## src/rtl/seq_approx_div_pkg.sv

```systemverilog
// Shared types and helpers for the sequential approximate restoring divider.
// State encoding, approximate-cell truth tables and the triangle cell-select rule.
package seq_approx_div_pkg;

    typedef enum logic [1:0] {
        IDLE = 2'd0,
        CALC = 2'd1,
        DONE = 2'd2
    } state_t;

    // Approximate subtractor cell outputs, indexed by {x, y, bin}.
    localparam logic [7:0] APX_DIFF_TT = 8'b0010_0111;
    localparam logic [7:0] APX_BOUT_TT = 8'b0100_0110;

    // Cells whose row index plus column index fall inside the triangle are approximate.
    function automatic logic is_approx(input int i, input int j, input int depth);
        return (i + j) < depth;
    endfunction

endpackage

```

## src/rtl/seq_approx_divider_row.sv

```systemverilog
// One combinational restoring-division row: trial subtraction of d from {R, n-bit}
// through a D_W-cell borrow chain mixing exact and approximate cells.
module div_row
    import seq_approx_div_pkg::*;
#(
    parameter int D_W          = 8,
    parameter int APPROX_DEPTH = 4
) (
    input  logic [D_W-1:0] rem_in,
    input  logic           n_bit,
    input  logic [D_W-1:0] d,
    input  int             row_i,
    input  logic           exact,
    output logic           q_bit,
    output logic [D_W-1:0] rem_out
);

    logic [D_W:0]   t;
    logic [D_W-1:0] diff;
    logic [D_W:0]   borrow;

    assign t         = {rem_in, n_bit};
    assign borrow[0] = 1'b0;

    generate
        for (genvar gi = 0; gi < D_W; gi++) begin : g_cell
            logic       x;
            logic       y;
            logic       b;
            logic       approx;
            logic [2:0] idx;

            assign x      = t[gi];
            assign y      = d[gi];
            assign b      = borrow[gi];
            assign idx    = {x, y, b};
            assign approx = !exact && is_approx(row_i, gi, APPROX_DEPTH);

            assign diff[gi]     = approx ? APX_DIFF_TT[idx] : (x ^ y ^ b);
            assign borrow[gi+1] = approx ? APX_BOUT_TT[idx] : ((~x & y) | (~(x ^ y) & b));
        end
    endgenerate

    // A set top bit of T means T already exceeds any D_W-bit divisor.
    assign q_bit   = t[D_W] | ~borrow[D_W];
    assign rem_out = q_bit ? diff : t[D_W-1:0];

endmodule

```

## src/rtl/seq_approx_divider.sv

```systemverilog
// Iterative restoring divider with a triangular approximate low-significance region,
// STEPS quotient bits per cycle, valid/ready on both sides. Optional: ADIV_EXACT_MODE_EN.
module seq_approx_divider
    import seq_approx_div_pkg::*;
#(
    parameter int N_W          = 16,
    parameter int D_W          = 8,
    parameter int STEPS        = 1,
    parameter int APPROX_DEPTH = 4
) (
    input  logic               clk,
    input  logic               rst_n,
    input  logic               in_valid,
    output logic               in_ready,
    input  logic [N_W-1:0]     n,
    input  logic [D_W-1:0]     d,
    output logic               out_valid,
    input  logic               out_ready,
    output logic [N_W-D_W-1:0] q,
    output logic [D_W-1:0]     r,
    output logic               dbz,
    output logic               ovf
`ifdef ADIV_EXACT_MODE_EN
    ,
    input  logic               exact_mode
`endif
);

    localparam int Q_W = N_W - D_W;
    localparam int KW  = $clog2(Q_W + 1);

    state_t state_reg, state_next;

    logic [Q_W-1:0] nlo_reg;
    logic [D_W-1:0] d_reg;
    logic [D_W-1:0] rem_reg;
    logic [Q_W-1:0] q_reg;
    logic [Q_W-1:0] q_next;
    logic [KW-1:0]  k_reg;
    logic           dbz_reg;
    logic           ovf_reg;
    logic           exact_ovr;
    logic           last_cycle;

    logic [D_W-1:0] rem_chain [STEPS+1];
    logic [STEPS-1:0] q_bits;

`ifdef ADIV_EXACT_MODE_EN
    logic exact_reg;

    always_ff @(posedge clk or negedge rst_n) begin
        if (!rst_n) begin
            exact_reg <= 1'b0;
        end else if (state_reg == IDLE && in_valid) begin
            exact_reg <= exact_mode;
        end
    end

    assign exact_ovr = exact_reg;
`else
    assign exact_ovr = 1'b0;
`endif

    assign last_cycle = (k_reg == KW'(Q_W - STEPS));

    // State register
    always_ff @(posedge clk or negedge rst_n) begin
        if (!rst_n) begin
            state_reg <= IDLE;
        end else begin
            state_reg <= state_next;
        end
    end

    // Next-state logic
    always_comb begin
        state_next = state_reg;
        case (state_reg)
            IDLE: begin
                if (in_valid) begin
                    state_next = (d == '0) ? DONE : CALC;
                end
            end
            CALC: begin
                if (last_cycle) begin
                    state_next = DONE;
                end
            end
            DONE: begin
                if (out_ready) begin
                    state_next = IDLE;
                end
            end
            default: state_next = IDLE;
        endcase
    end

    // Output logic
    always_comb begin
        in_ready  = 1'b0;
        out_valid = 1'b0;
        case (state_reg)
            IDLE:    in_ready  = 1'b1;
            DONE:    out_valid = 1'b1;
            default: ;
        endcase
    end

    // Row chain: step gi resolves quotient bit Q_W-1-k-gi this cycle.
    assign rem_chain[0] = rem_reg;

    generate
        for (genvar gi = 0; gi < STEPS; gi++) begin : g_row
            int row_idx;

            assign row_idx = Q_W - 1 - gi - int'(k_reg);

            div_row #(
                .D_W          (D_W),
                .APPROX_DEPTH (APPROX_DEPTH)
            ) u_row (
                .rem_in  (rem_chain[gi]),
                .n_bit   (nlo_reg[Q_W-1-gi]),
                .d       (d_reg),
                .row_i   (row_idx),
                .exact   (exact_ovr),
                .q_bit   (q_bits[gi]),
                .rem_out (rem_chain[gi+1])
            );
        end
    endgenerate

    always_comb begin
        q_next = q_reg << STEPS;
        for (int s = 0; s < STEPS; s++) begin
            q_next[STEPS-1-s] = q_bits[s];
        end
    end

    // Datapath: operands are latched on acceptance, low dividend bits shift out MSB-first.
    always_ff @(posedge clk or negedge rst_n) begin
        if (!rst_n) begin
            nlo_reg <= '0;
            d_reg   <= '0;
            rem_reg <= '0;
            q_reg   <= '0;
            k_reg   <= '0;
            dbz_reg <= 1'b0;
            ovf_reg <= 1'b0;
        end else begin
            case (state_reg)
                IDLE: begin
                    if (in_valid) begin
                        nlo_reg <= n[Q_W-1:0];
                        d_reg   <= d;
                        k_reg   <= '0;
                        if (d == '0) begin
                            q_reg   <= '1;
                            rem_reg <= n[D_W-1:0];
                            dbz_reg <= 1'b1;
                            ovf_reg <= 1'b0;
                        end else begin
                            q_reg   <= '0;
                            rem_reg <= n[N_W-1:Q_W];
                            dbz_reg <= 1'b0;
                            ovf_reg <= (n[N_W-1:Q_W] >= d);
                        end
                    end
                end
                CALC: begin
                    rem_reg <= rem_chain[STEPS];
                    q_reg   <= q_next;
                    nlo_reg <= nlo_reg << STEPS;
                    k_reg   <= k_reg + KW'(STEPS);
                end
                default: ;
            endcase
        end
    end

    assign q   = q_reg;
    assign r   = rem_reg;
    assign dbz = dbz_reg;
    assign ovf = ovf_reg;

endmodule

```

## config.mk

```make
export PLATFORM = sky130hd
export DESIGN_NAME = seq_approx_divider
export DESIGN_NICKNAME = d
export VERILOG_FILES = /design/src/rtl/seq_approx_div_pkg.sv /design/src/rtl/seq_approx_divider_row.sv /design/src/rtl/seq_approx_divider.sv
export SDC_FILE = /design/constraint.sdc
export NUM_CORES = 1
export LEC_CHECK = 0
export ABC_AREA = 1
export ABC_CLOCK_PERIOD_IN_PS = 11930
export CAP_MARGIN = 20
export CORE_ASPECT_RATIO = 0.7
export CORE_MARGIN = 10
export CORE_UTILIZATION = 55
export DETAILED_ROUTE_END_ITERATION = 8
export DONT_BUFFER_PORTS = 1
export GPL_TIMING_DRIVEN = 0
export PLACE_DENSITY = 0.8
export REMOVE_ABC_BUFFERS = 1
export SYNTH_ARGS = -nofsm -noshare
export SYNTH_HDL_FRONTEND = slang
export SYNTH_HIERARCHICAL = 1
export SYNTH_SLANG_ARGS = --single-unit
```

## constraint.sdc

```tcl
create_clock -name clk -period 11.93 [get_ports clk]
set_input_delay 2.9825 -clock clk [delete_from_list [all_inputs] [get_ports clk]]
set_output_delay 2.9825 -clock clk [all_outputs]
set_load 0.01 [all_outputs]
```

==> summary.txt <==
Flop pwr share -> 18.5%
Worst setup SP type -> register
Clock Tree Root -> clkbuf_16
Worst Setup Path Type -> reg -> reg
Postcts setup bufs -> 0
Core Area -> 12500 um2
Critical Path Max Stage Delay -> 0.78 ns
Drt via density -> 5.56
Internal power -> 0.000701 W
Placed cells -> 1315
Number of global-route vias before repair -> 6456
Final Max Slew Viols -> 0
Nets -> 1217
Tot Pwr -> 0.00162 W
Residual DRC count -> 0
Largest net degree at the start of global routing -> 71
Post-synth EDFFs -> 0
Wire length per cell -> 16.9 um
Clock skew -> 0.00850 ns
PwrDens -> 224 nW/um2
Synth Flop Type -> dfrtp_1
Depth of the most critical reg-to-reg path -> 56
Hpwl dp -> 18000 um
Crit end category -> register
Hold Buf Count CTS -> 0
Hold depth -> 2
Crit path arrival time -> 9.14 ns
Clock latency on the worst-skew pair -> 0.29 ns
Total Wirelength -> 22300 um
WL met3 -> 3230 um
Final period util -> 74.8%
Total number of vias -> 7356
Rel. slew slack -> 48.9%
Slowest cell on the critical path -> dfrtp_4
Ys async rst share -> 100%
Initial core utilization -> 56.8%
Total gr overflow -> 0
Global-route wire length before repair -> 35100 um
Reg2Reg Setup Slack -> 3.00 ns
Final ANT Viol Nets -> 0
Clock buffer count from CTS -> 5
Status -> complete, no violations
Hold/Removal Path Class -> reg -> reg
RSZ-0062 raised after global routing -> no
Most numerous cell in the Yosys netlist -> nand2_1
Fmax achieved -> 112 MHz
Top cells by area, synth -> nand2_1, xor2_1, dfrtp_1
Cell row count -> 34
Yosys warnings -> 6
Final hold vios -> 0
Critical R2R Launch -> k_reg[3]
Drt first-iter violations -> 1114
Comb pwr share -> 73.3%
Port bufs -> 0
Post-synthesis register bit count -> 40
Metal-1 WL -> 10400 um
Post-Syn Instances -> 1188
Worst slew pin tran -> 0.767 ns
Maximum clock insertion buffer count -> 2
Hold path start -> nlo_reg[5]
Top layer in use -> met4
Die W -> 156 um
Hold Path Sink -> nlo_reg[5]
Leakage -> 3.44 nW
Final setup violation count -> 0
Switch Pwr -> 0.000923 W
Metal2 WL -> 8480 um
Die area -> 18000 um2
Maximum vdd drop -> 0.168 mV
CTS Sinks -> 40
Synthesized cell area -> 7130 um2
Layout area overhead -> 1.72%
Reg-to-Reg End -> r[0]
Most frequent cells after synthesis -> nand2_1, nor2_1, xor2_1
Final min period -> 8.93 ns
Fraction of layout instances using a drive strength above 1 -> 7.58%
Final RePlAce weighted congestion -> 1.03
Die H -> 115 um
H-Tree Level Count -> 2
Cell variety after synth -> 44
Max-cap violations -> 0
Antenna cell count -> 0
Clock share of power -> 8.2%
Sw Share -> 56.8%
CP Max Fanout -> 70
CTS tree -> yes
Avg Cell Area, Syn -> 6.00 um2
Sequential area share after synthesis -> 14.0%
IO Pins -> 48
Initial antenna violation count -> 0
# resized after CTS -> 0
CP required -> 12.15 ns
Post-route insts no fill -> 1323
Total GRT Usage -> 24.3%
Post-synth top area share -> 20.8%
CP most frequent cell -> nand2_1
Clock-pin slew on the worst setup and hold paths -> 0.06 ns
Post-synth top area cell -> nand2_1
TritonRoute pass-1 iters -> 5
## critical path: cells and delay by family (launching register included)
| family | cells | cell delay, ns |
|---|---|---|
| compound gates | 7 | 0.81 |
| xor+xnor | 1 | 0.17 |
| fa+ha+maj | 6 | 1.74 |
| buf+inv | 10 | 1.17 |
| flops | 1 | 0.78 |
| simple gates | 32 | 4.13 |
## final cells by class
| class | count | area, um2 |
|---|---|---|
| fill | 1226 | 5300 |
| clock buffer | 6 | 129 |
| sequential | 40 | 1000 |
| multi-input combinational | 978 | 5320 |
| inverter | 132 | 500 |
| clock inverter | 2 | 12.5 |
| tap | 162 | 203 |
| timing repair buffer | 3 | 75.1 |
## layout by cell type, fill, tap and decap left out, types with 2 or more instances in the layout
cell type	instances
nand2_1	394
nor2_1	144
xor2_1	134
inv_1	123
nand3_1	73
dfrtp_1	39
o21ai_0	38
a21oi_1	22
ha_1	22
nand2_2	21
nand4_1	20
o21ai_1	16
nor2_2	16
nor2_4	14
o22ai_1	9
nor3_1	8
fa_1	7
nand2_4	5
clkbuf_16	5
o211ai_2	4
nor4_1	4
clkinv_1	4
or2_2	4
inv_2	3
o211ai_1	3
conb_1	3
nand3b_1	3
o21ai_2	2
inv_4	2
nand3_2	2
buf_16	2
## how the worst max path moves through the flow
stage,from,endpoint,slack (ns)
5_1_grt,k_reg[3],r[3],2.32
3_5_place_dp,k_reg[3],r[3],3.27
4_1_cts,k_reg[3],r[0],3.20
6_report,k_reg[3],r[0],3.00
3_3_place_gp,k_reg[3],r[3],-2.66
2_1_floorplan,k_reg[3],r[7],-0.16
## routing by layer
metal | up-vias | global-route usage (%)
li1 | 3644 | -
met1 | 3322 | 37.4
met2 | 376 | 32.1
met3 | 14 | 8.10
met4 | 0 | 2.89
met5 | - | 0
## power groups by stage
stage / combinational, W / sequential [W] / clock, W
after floorplan: 0.000876 / 0.000305 / 0
after global placement: 0.00109 / 0.000333 / 0
after detailed placement: 0.00115 / 0.000304 / 0
after CTS: 0.00116 / 0.000302 / 0.000134
after global routing: 0.00134 / 0.000313 / 0.000141
final: 0.00119 / 0.000301 / 0.000133
## per-stage QoR
step	setup slack (ns)	utilization [%]	cell area [um2]	hold slack, ns	TNS [ns]
floorplan	-0.159	-	6830	0.475	-1.32
global placement	-2.66	56.0	7030	0.498	-23.58
detailed placement	3.27	56.6	7110	0.507	0
CTS	3.20	57.8	7250	0.529	0
global route	2.32	57.8	7250	0.551	0
finish	3.00	57.8	7250	0.523	0
## logic make-up after synthesis
| kind of cell | Yosys count | synth area share [%] |
|---|---|---|
| other | 1 | 0.0526 |
| AND/OR/NAND/NOR | 710 | 43.7 |
| buffers and inverters | 172 | 11.3 |
| XOR/XNOR | 134 | 16.5 |
| adder cells (fa/ha/maj) | 29 | 5.83 |
| flip-flops | 40 | 14.0 |
| AO/OA/AOI/OAI | 100 | 8.24 |
| multiplexers | 2 | 0.299 |
Note: power is estimated with default switching activity, not from simulation.
